### src/rtl/lebug_cfg_pkg.sv
// Shared types and constants for the configuration packet decoder.
package lebug_cfg_pkg;

    localparam logic [7:0] CFG_START_BYTE = 8'h2A;
    localparam logic [7:0] CFG_ACK        = 8'h06;
    localparam logic [7:0] CFG_NAK        = 8'h15;

    typedef enum logic [3:0] {
        StIdle,
        StGetId,
        StGetAddr,
        StGetDhi,
        StGetDlo,
        StGetCsum,
        StIssue,
        StSendResp,
        StWaitResp
    } cfg_state_e;

    typedef struct packed {
        logic [7:0]  block_id;
        logic [7:0]  addr;
        logic [15:0] data;
    } cfg_write_t;

    function automatic logic [7:0] cfg_csum(input cfg_write_t w);
        return w.block_id ^ w.addr ^ w.data[15:8] ^ w.data[7:0];
    endfunction

endpackage

### src/rtl/cfg_packet_decoder_if.sv
// UART byte, response and configuration-bus signals of the packet decoder.
interface cfg_packet_decoder_if;

    logic [7:0]  rx_data;
    logic        new_rx_data;
    logic [7:0]  tx_data;
    logic        new_tx_data;
    logic        tx_busy;
    logic        cfg_valid;
    logic        cfg_ready;
    logic [7:0]  cfg_block_id;
    logic [7:0]  cfg_addr;
    logic [15:0] cfg_data;
    logic        cfg_busy;
    logic [7:0]  err_count;

    // Decoder side.
    modport master (
        input  rx_data, new_rx_data, tx_busy, cfg_ready,
        output tx_data, new_tx_data, cfg_valid, cfg_block_id, cfg_addr, cfg_data,
        output cfg_busy, err_count
    );

    // UART and configuration-target side.
    modport slave (
        output rx_data, new_rx_data, tx_busy, cfg_ready,
        input  tx_data, new_tx_data, cfg_valid, cfg_block_id, cfg_addr, cfg_data,
        input  cfg_busy, err_count
    );

endinterface

### src/rtl/byte_gap_timer.sv
// Counts idle cycles between packet bytes; expired_o holds once the limit is reached.
module byte_gap_timer #(
    parameter int unsigned TIMEOUT_CYCLES = 50000
) (
    input  logic clk,
    input  logic rst_n,
    input  logic clr_i,
    input  logic en_i,
    output logic expired_o
);

    localparam int unsigned CntW = $clog2(TIMEOUT_CYCLES + 1);

    logic [CntW-1:0] cnt_q, cnt_d;

    assign expired_o = (cnt_q == CntW'(TIMEOUT_CYCLES));

    always_comb begin
        cnt_d = cnt_q;
        if (clr_i) begin
            cnt_d = '0;
        end else if (en_i && !expired_o) begin
            cnt_d = cnt_q + CntW'(1);
        end
    end

    always_ff @(posedge clk or negedge rst_n) begin
        if (!rst_n) begin
            cnt_q <= '0;
        end else begin
            cnt_q <= cnt_d;
        end
    end

endmodule

### src/rtl/cfg_packet_decoder.sv
// Decodes framed UART config packets into one cfg-bus write each, answering ACK/NAK.
// Define CFG_CHECKSUM_EN for the 6-byte format with a trailing XOR checksum byte.
module cfg_packet_decoder
    import lebug_cfg_pkg::*;
#(
    parameter int unsigned NUM_BLOCKS     = 8,
    parameter int unsigned TIMEOUT_CYCLES = 50000
) (
    input logic                   clk,
    input logic                   rst_n,
    cfg_packet_decoder_if.master  bus_io
);

    cfg_state_e state_q, state_d;
    cfg_write_t wr_q, wr_d;
    logic [7:0] tx_q, tx_d;
    logic [7:0] err_q, err_d;
    logic       wait_first_q;
    logic       in_get, rx_take, gap_clr, expired, id_ok, err_inc;

    assign in_get  = state_q inside {StGetId, StGetAddr, StGetDhi, StGetDlo, StGetCsum};
    assign rx_take = in_get && bus_io.new_rx_data;
    assign gap_clr = !in_get || bus_io.new_rx_data;
    assign id_ok   = 32'(wr_q.block_id) < NUM_BLOCKS;

    byte_gap_timer #(
        .TIMEOUT_CYCLES (TIMEOUT_CYCLES)
    ) u_gap_timer (
        .clk       (clk),
        .rst_n     (rst_n),
        .clr_i     (gap_clr),
        .en_i      (in_get),
        .expired_o (expired)
    );

    always_ff @(posedge clk or negedge rst_n) begin
        if (!rst_n) begin
            state_q      <= StIdle;
            wr_q         <= '0;
            tx_q         <= '0;
            err_q        <= '0;
            wait_first_q <= 1'b0;
        end else begin
            state_q      <= state_d;
            wr_q         <= wr_d;
            tx_q         <= tx_d;
            err_q        <= err_d;
            // WAIT_RESP must not trust tx_busy until the transmitter has seen the strobe.
            wait_first_q <= (state_q == StSendResp);
        end
    end

    always_comb begin
        state_d = state_q;
        wr_d    = wr_q;
        tx_d    = tx_q;
        err_inc = 1'b0;
        unique case (state_q)
            StIdle: begin
                if (bus_io.new_rx_data && bus_io.rx_data == CFG_START_BYTE) state_d = StGetId;
            end
            StGetId: begin
                if (rx_take) begin
                    wr_d.block_id = bus_io.rx_data;
                    state_d       = StGetAddr;
                end
            end
            StGetAddr: begin
                if (rx_take) begin
                    wr_d.addr = bus_io.rx_data;
                    state_d   = StGetDhi;
                end
            end
            StGetDhi: begin
                if (rx_take) begin
                    wr_d.data[15:8] = bus_io.rx_data;
                    state_d         = StGetDlo;
                end
            end
            StGetDlo: begin
                if (rx_take) begin
                    wr_d.data[7:0] = bus_io.rx_data;
`ifdef CFG_CHECKSUM_EN
                    state_d = StGetCsum;
`else
                    if (id_ok) begin
                        state_d = StIssue;
                    end else begin
                        tx_d    = CFG_NAK;
                        err_inc = 1'b1;
                        state_d = StSendResp;
                    end
`endif
                end
            end
`ifdef CFG_CHECKSUM_EN
            StGetCsum: begin
                if (rx_take) begin
                    if (id_ok && bus_io.rx_data == cfg_csum(wr_q)) begin
                        state_d = StIssue;
                    end else begin
                        tx_d    = CFG_NAK;
                        err_inc = 1'b1;
                        state_d = StSendResp;
                    end
                end
            end
`endif
            StIssue: begin
                if (bus_io.cfg_ready) begin
                    tx_d    = CFG_ACK;
                    state_d = StSendResp;
                end
            end
            StSendResp: begin
                if (!bus_io.tx_busy) state_d = StWaitResp;
            end
            StWaitResp: begin
                if (!wait_first_q && !bus_io.tx_busy) state_d = StIdle;
            end
            default: state_d = StIdle;
        endcase
        // A byte in the expiry cycle still counts, so only an empty cycle can time out.
        if (in_get && !bus_io.new_rx_data && expired) begin
            state_d = StIdle;
            err_inc = 1'b1;
        end
        err_d = (err_inc && err_q != 8'hFF) ? err_q + 8'd1 : err_q;
    end

    always_comb begin
        bus_io.cfg_valid    = (state_q == StIssue);
        bus_io.cfg_block_id = wr_q.block_id;
        bus_io.cfg_addr     = wr_q.addr;
        bus_io.cfg_data     = wr_q.data;
        bus_io.tx_data      = tx_q;
        bus_io.new_tx_data  = (state_q == StSendResp) && !bus_io.tx_busy;
        bus_io.cfg_busy     = (state_q != StIdle);
        bus_io.err_count    = err_q;
    end

endmodule

### src/flat_wrapper.sv
// flat-port wrapper written by rule: the top's interface ports become plain ports
module cfg_packet_decoder_flat import lebug_cfg_pkg::*;
#(
    parameter int unsigned NUM_BLOCKS     = 8,
    parameter int unsigned TIMEOUT_CYCLES = 50000
)
  (clk, rst_n, bus_io_rx_data, bus_io_new_rx_data, bus_io_tx_busy, bus_io_cfg_ready, bus_io_tx_data, bus_io_new_tx_data, bus_io_cfg_valid, bus_io_cfg_block_id, bus_io_cfg_addr, bus_io_cfg_data, bus_io_cfg_busy, bus_io_err_count);
  cfg_packet_decoder_if bus_io_i ();
  input logic clk;
  input logic rst_n;
  input wire logic [$bits(bus_io_i.rx_data)-1:0] bus_io_rx_data;
  input wire logic [$bits(bus_io_i.new_rx_data)-1:0] bus_io_new_rx_data;
  input wire logic [$bits(bus_io_i.tx_busy)-1:0] bus_io_tx_busy;
  input wire logic [$bits(bus_io_i.cfg_ready)-1:0] bus_io_cfg_ready;
  output wire logic [$bits(bus_io_i.tx_data)-1:0] bus_io_tx_data;
  output wire logic [$bits(bus_io_i.new_tx_data)-1:0] bus_io_new_tx_data;
  output wire logic [$bits(bus_io_i.cfg_valid)-1:0] bus_io_cfg_valid;
  output wire logic [$bits(bus_io_i.cfg_block_id)-1:0] bus_io_cfg_block_id;
  output wire logic [$bits(bus_io_i.cfg_addr)-1:0] bus_io_cfg_addr;
  output wire logic [$bits(bus_io_i.cfg_data)-1:0] bus_io_cfg_data;
  output wire logic [$bits(bus_io_i.cfg_busy)-1:0] bus_io_cfg_busy;
  output wire logic [$bits(bus_io_i.err_count)-1:0] bus_io_err_count;
  assign bus_io_i.rx_data = bus_io_rx_data;
  assign bus_io_i.new_rx_data = bus_io_new_rx_data;
  assign bus_io_i.tx_busy = bus_io_tx_busy;
  assign bus_io_i.cfg_ready = bus_io_cfg_ready;
  assign bus_io_tx_data = bus_io_i.tx_data;
  assign bus_io_new_tx_data = bus_io_i.new_tx_data;
  assign bus_io_cfg_valid = bus_io_i.cfg_valid;
  assign bus_io_cfg_block_id = bus_io_i.cfg_block_id;
  assign bus_io_cfg_addr = bus_io_i.cfg_addr;
  assign bus_io_cfg_data = bus_io_i.cfg_data;
  assign bus_io_cfg_busy = bus_io_i.cfg_busy;
  assign bus_io_err_count = bus_io_i.err_count;
  cfg_packet_decoder #(.NUM_BLOCKS(NUM_BLOCKS), .TIMEOUT_CYCLES(TIMEOUT_CYCLES)) u_core (.clk(clk), .rst_n(rst_n), .bus_io(bus_io_i));
endmodule
### config.mk
export PLATFORM = sky130hd
export DESIGN_NAME = cfg_packet_decoder_flat
export DESIGN_NICKNAME = d
export VERILOG_FILES = /design/src/rtl/lebug_cfg_pkg.sv /design/src/rtl/cfg_packet_decoder_if.sv /design/src/rtl/byte_gap_timer.sv /design/src/rtl/cfg_packet_decoder.sv /design/src/flat_wrapper.sv
export SDC_FILE = /design/constraint.sdc
export NUM_CORES = 1
export LEC_CHECK = 0
export ABC_AREA = 1
export CORE_MARGIN = 10
export CORE_UTILIZATION = 25
export DETAILED_ROUTE_END_ITERATION = 12
export GPL_TIMING_DRIVEN = 0
export PLACE_DENSITY_LB_ADDON = 0.12
export SLEW_MARGIN = 20
export SYNTH_ARGS = -nofsm -noshare
export SYNTH_HDL_FRONTEND = slang
export SYNTH_SLANG_ARGS = --single-unit
### constraint.sdc
create_clock -name clk -period 4 [get_ports clk]
set_clock_uncertainty 0.05 [all_clocks]
set_input_delay 0.6 -clock clk [delete_from_list [all_inputs] [get_ports clk]]
set_output_delay 0.6 -clock clk [all_outputs]
set_load 0.02 [all_outputs]
Yosys cells after proc, flatten, opt, wreduce, memory -nomap -nowiden --
Index checks and enable logic that the tools add are counted.
Word-level totals: output and inout port bits 51, logic and storage cells 80, bits of input ports 13, bits in registers 69
Cells by class: equality and inequality tests 22, add/sub/neg operators 2, $lt $le $gt $ge 1, reductions and logical operators 25, mux-type cells 21
Operator list (count):
- $mux W4 | 9
- $mux W16 | 2
- $pmux W4 S8 | 1
- $mux W8 | 3
- $add A16 B1 Y16 const B | 1
- $eq A16 B16 Y1 const B | 1
- $eq A4 B3 Y1 const B | 4
- $pmux W8 S2 | 1
- $ne A3 B2 Y1 const B | 5
- $add A8 B1 Y8 const B | 1
- $eq A4 B2 Y1 const B | 2
- $eq A8 B6 Y1 const B | 1
- $logic_and A1 B1 Y1 | 8
- $lt A8 B4 Y1 const B | 1
- $ne A8 B8 Y1 const B | 1
- $reduce_and A2 Y1 | 4
- $reduce_and A8 Y1 | 1
- $ne A3 B1 Y1 const B | 2
- $logic_not A1 Y1 | 5
- $mux W1 | 5
- $reduce_bool A5 Y1 | 1
- $eq A4 B1 Y1 const B | 1
- $eq A4 B4 Y1 const B | 1
- $logic_not A4 Y1 | 1
- other kinds (7) | 9

Logic depth before layout (Yosys ltp) --
word-level depth 7, depth in mapped cells 11, gate-level depth less buffers 11

By module --
A second synthesis with hierarchy kept.
Second synthesis, totals: cells, all modules 432, area total of the unflattened synthesis 3560.9 um2
By module, submodules not included:
- cfg_packet_decoder | instances 1, area an instance 2366.0 um2, cells each 268
- byte_gap_timer | instances 1, area an instance 1194.9 um2, cells each 164

Worst setup path before layout --
Ideal clock, no wire load.
kind register to output, start register u_core.state_q[3], end output bus_io_new_tx_data, buffers on the path 0, arrival 1.092 ns, slack 2.258 ns, cell stages (with the launch flop) 6, path through dfrtp_1 inv_1 nand2_1 nor2_1 inv_1 nor2_1
On the way: longest elaborated chain between the ends 2
RTL lines:
- start, declared | line cfg_packet_decoder.sv:14 | cfg_state_e state_q, state_d;
- start signal, assigned | line cfg_packet_decoder.sv:38 | state_q <= StIdle;
- start signal, assigned | line cfg_packet_decoder.sv:44 | state_q <= state_d;
- $eq A4 B3 Y1 | line cfg_packet_decoder.sv:137 | bus_io.new_tx_data = (state_q == StSendResp) && !bus_io.tx_busy;
- $logic_and A1 B1 Y1 | line cfg_packet_decoder.sv:137
- end, declared | line flat_wrapper.sv:16 | output wire logic [$bits(bus_io_i.new_tx_data)-1:0] bus_io_new_tx_data;
No other way between the ends.

Worst setup path after layout --
start register u_core.state_q[2], end output bus_io_new_tx_data
The elaborated chain is that of the path after synthesis.

==> flow_summary.json <==
{
  "outcome": "completed",
  "yosysTopAreaCell": "dfrtp_1",
  "path_class": "reg2out",
  "yosysWarnings": 0,
  "timing.rr.end": "u_core.bus_io.err_count[0]",
  "power_density_nw_per_um2": 737.5,
  "io_buffers": 59,
  "synth_ff_type": "dfrtp_1",
  "final_antenna_net_count": 0,
  "drive_above_1_share_pct": 11.32,
  "synth_cell_type_count": 30,
  "post-cts-setup-buffers": 0,
  "crit_start": "u_core.state_q[2]",
  "timing.final.crit_period_ns": 2.641,
  "root_buffer": "clkbuf_16",
  "routedWlPerCell_um": 13.45,
  "routed_wl_um": 8606,
  "syn_area_sq_um": 3187,
  "antenna_found_initial": 0,
  "dr.pass1.iters": 4,
  "rows": 41,
  "p_leak_nw": 2.012,
  "dpl.hpwl_um": 6671,
  "dp_cells": 624,
  "num_vias": 2700,
  "end_kind": "output pin",
  "grt_overflow": 0,
  "finalPower_w": 0.003225,
  "final_cell_area_sq_um": 4373,
  "setup.worst_path.end": "bus_io_new_tx_data",
  "grt_max_degree": 48,
  "cts_sinks": 64,
  "viasPerCell": 4.219,
  "area_growth_pct": 37.22,
  "max_freq_ghz": 0.3786,
  "regToRegStartpoint": "u_core.u_gap_timer.cnt_q[5]",
  "finalNonFillerCells": 640,
  "synthTopCellsByArea": "dfrtp_1, nand2_1, nand3_1, nor2_1, o21ai_0",
  "die_w_um": 132.9,
  "synth_commonest_cells": "nand2_1, dfrtp_1, nor2_1",
  "reg2reg_slack_ns": 2.11,
  "h-tree-depth": 3,
  "fin_tns_setup_ns": 0,
  "grt_pass1_wl_um": 14570,
  "die-area_sq_um": 17660,
  "grt_pass1_vias": 2786,
  "synth_most_common_cell": "nand2_1",
  "initial_utilization_pct": 25.36,
  "worstPathMaxFanout": 7,
  "n_fill_cell": 1353,
  "avgSynthCellArea_sq_um": 8.192,
  "ctsHoldBuffers": 0,
  "synth_top_area_share_pct": 50.26,
  "gp_congestion": 0.7714,
  "die_y_um": 132.9,
  "cts_buffer_depth": 2,
  "ios": 64,
  "setup_violations": 0,
  "cp.required_ns": 3.35,
  "syn_inst": 389,
  "vdd_drop_max_mv": 0.3103,
  "cp-start-kind": "flop",
  "period_share_pct": 66.03,
  "drv_cap": 0,
  "ys_seq_area_share_pct": 50.26,
  "clk_pin_slew_worst_paths_ns": 0.06,
  "place_area_sq_um": 4029,
  "crit_arrival_ns": 1.99,
  "coreArea_sq_um": 12570,
  "cts_tree": "yes",
  "cts.repair.resized": 0,
  "synth_edf_count": 0,
  "clock_latency_ns": 0.32,
  "diodes": 0,
  "worst-r2r-cell-count": 9,
  "drc": 0,
  "drtIter0Drc": 106,
  "rsz0062_at_grt": "false",
  "async_reset_ff_share_pct": 100.0,
  "nets": 479,
  "synth_seq_cells": 64,
  "hp-class": "in2async",
  "track_usage_pct": 10.10,
  "cts_made_buffers": 9,
  "finalHoldViolations": 0,
  "slew_violations": 0
}
-- layout by cell type, fill, tap and decap left out, types with 4 or more instances in the layout --
| cell type | instances |
|---|---|
| inv_1 | 41 |
| nand3_1 | 37 |
| nand4_1 | 5 |
| o21ai_0 | 31 |
| a21oi_1 | 16 |
| nand2_4 | 4 |
| clkbuf_16 | 9 |
| nor3_1 | 6 |
| clkdlybuf4s50_1 | 58 |
| o21ai_2 | 8 |
| nand2_2 | 4 |
| xor2_1 | 5 |
| nand2_1 | 90 |
| buf_4 | 6 |
| buf_2 | 4 |
| nor2_1 | 48 |
| dfrtp_1 | 64 |
| conb_1 | 4 |
-- through the flow --
stage / hold WS [ns] / util [%] / worst slack [ns]
4_1_cts: 0.1039 / 34.79 / 1.306
5_1_grt: 0.1138 / 34.79 / 1.153
2_1_floorplan: 0.2544 / - / 2.258
3_5_place_dp: 0.4255 / 32.06 / 1.536
3_3_place_gp: 0.4154 / 31.86 / -0.1098
6_report: 0.1029 / 34.79 / 1.359
-- layer usage --
metal / global-route usage, % / up-vias / routed length, um
li1: - / 1390 / -
met5: 0 / - / 0
met1: 12.33 / 1268 / 3967
met2: 15.91 / 38 / 4095
met3: 3.444 / 4 / 464
met4: 4.095 / 0 / 78
-- report_power, final --
group | internal [W] | total [W] | switching (W) | leakage, nW
Clock | 0.000609 | 0.000907 | 0.000297 | 0.162
Combinational | 0.000567 | 0.00129 | 0.000726 | 1.03
Sequential | 0.000856 | 0.00103 | 0.000169 | 0.823
-- worst max-delay path, stage by stage (launching register included) --
cell and delay (ns):
dfrtp_1 0.52, nand2_1 0.16, nor2_1 0.20, inv_1 0.08
nor2_1 0.09, clkdlybuf4s50_1 0.61
-- state kept, by name, summed over array words and instances, names as in the netlist --
name                        count
u_core.bus_io.cfg_data         16
u_core.u_gap_timer.cnt_q       16
u_core.bus_io.cfg_addr          8
u_core.bus_io.cfg_block_id      8
u_core.bus_io.err_count         8
u_core.state_q                  4
u_core.bus_io.tx_data           3
u_core.wait_first_q             1
-- kinds of logic (layout without fill, tap and decap cells) --
| kind of cell | Yosys count | count (layout) | synth area share (%) |
|---|---|---|---|
| simple gates | 201 | 201 | 28.11 |
| flops | 64 | 64 | 50.26 |
| compound gates | 57 | 57 | 10.33 |
| buf+inv | 56 | 132 | 8.088 |
| xor+xnor | 7 | 7 | 1.924 |
| fa+ha+maj | 3 | 3 | 1.178 |
| other cells | 1 | 4 | 0.1177 |
-- how the worst min path moves through the flow --
stage | start | to | slack, ns | cells past startpoint
5_1_grt | rst_n | u_core.state_q[3] | 0.11 | 1
4_1_cts | rst_n | u_core.state_q[3] | 0.10 | 1
2_1_floorplan | rst_n | u_core.bus_io.cfg_addr[0] | 0.25 | 0
3_3_place_gp | u_core.bus_io.tx_data[2] | u_core.bus_io.tx_data[2] | 0.42 | 1
3_5_place_dp | u_core.bus_io.cfg_data[10] | u_core.bus_io.cfg_data[10] | 0.43 | 2
6_report | rst_n | u_core.state_q[3] | 0.10 | 1
-- final cells by class --
class,instances,area [sq um],share of cell area [%]
Buffer,13,96.34,2.203
Sequential cell,64,1602,36.62
Clock inverter,7,118.9,2.718
Timing Repair Buffer,60,615.6,14.08
Tap cell,172,215.2,4.921
Inverter,43,161.4,3.691
Multi-Input combinational cell,272,1339,30.62
Clock buffer,9,225.2,5.150
Power figures use the tool's default switching activity.
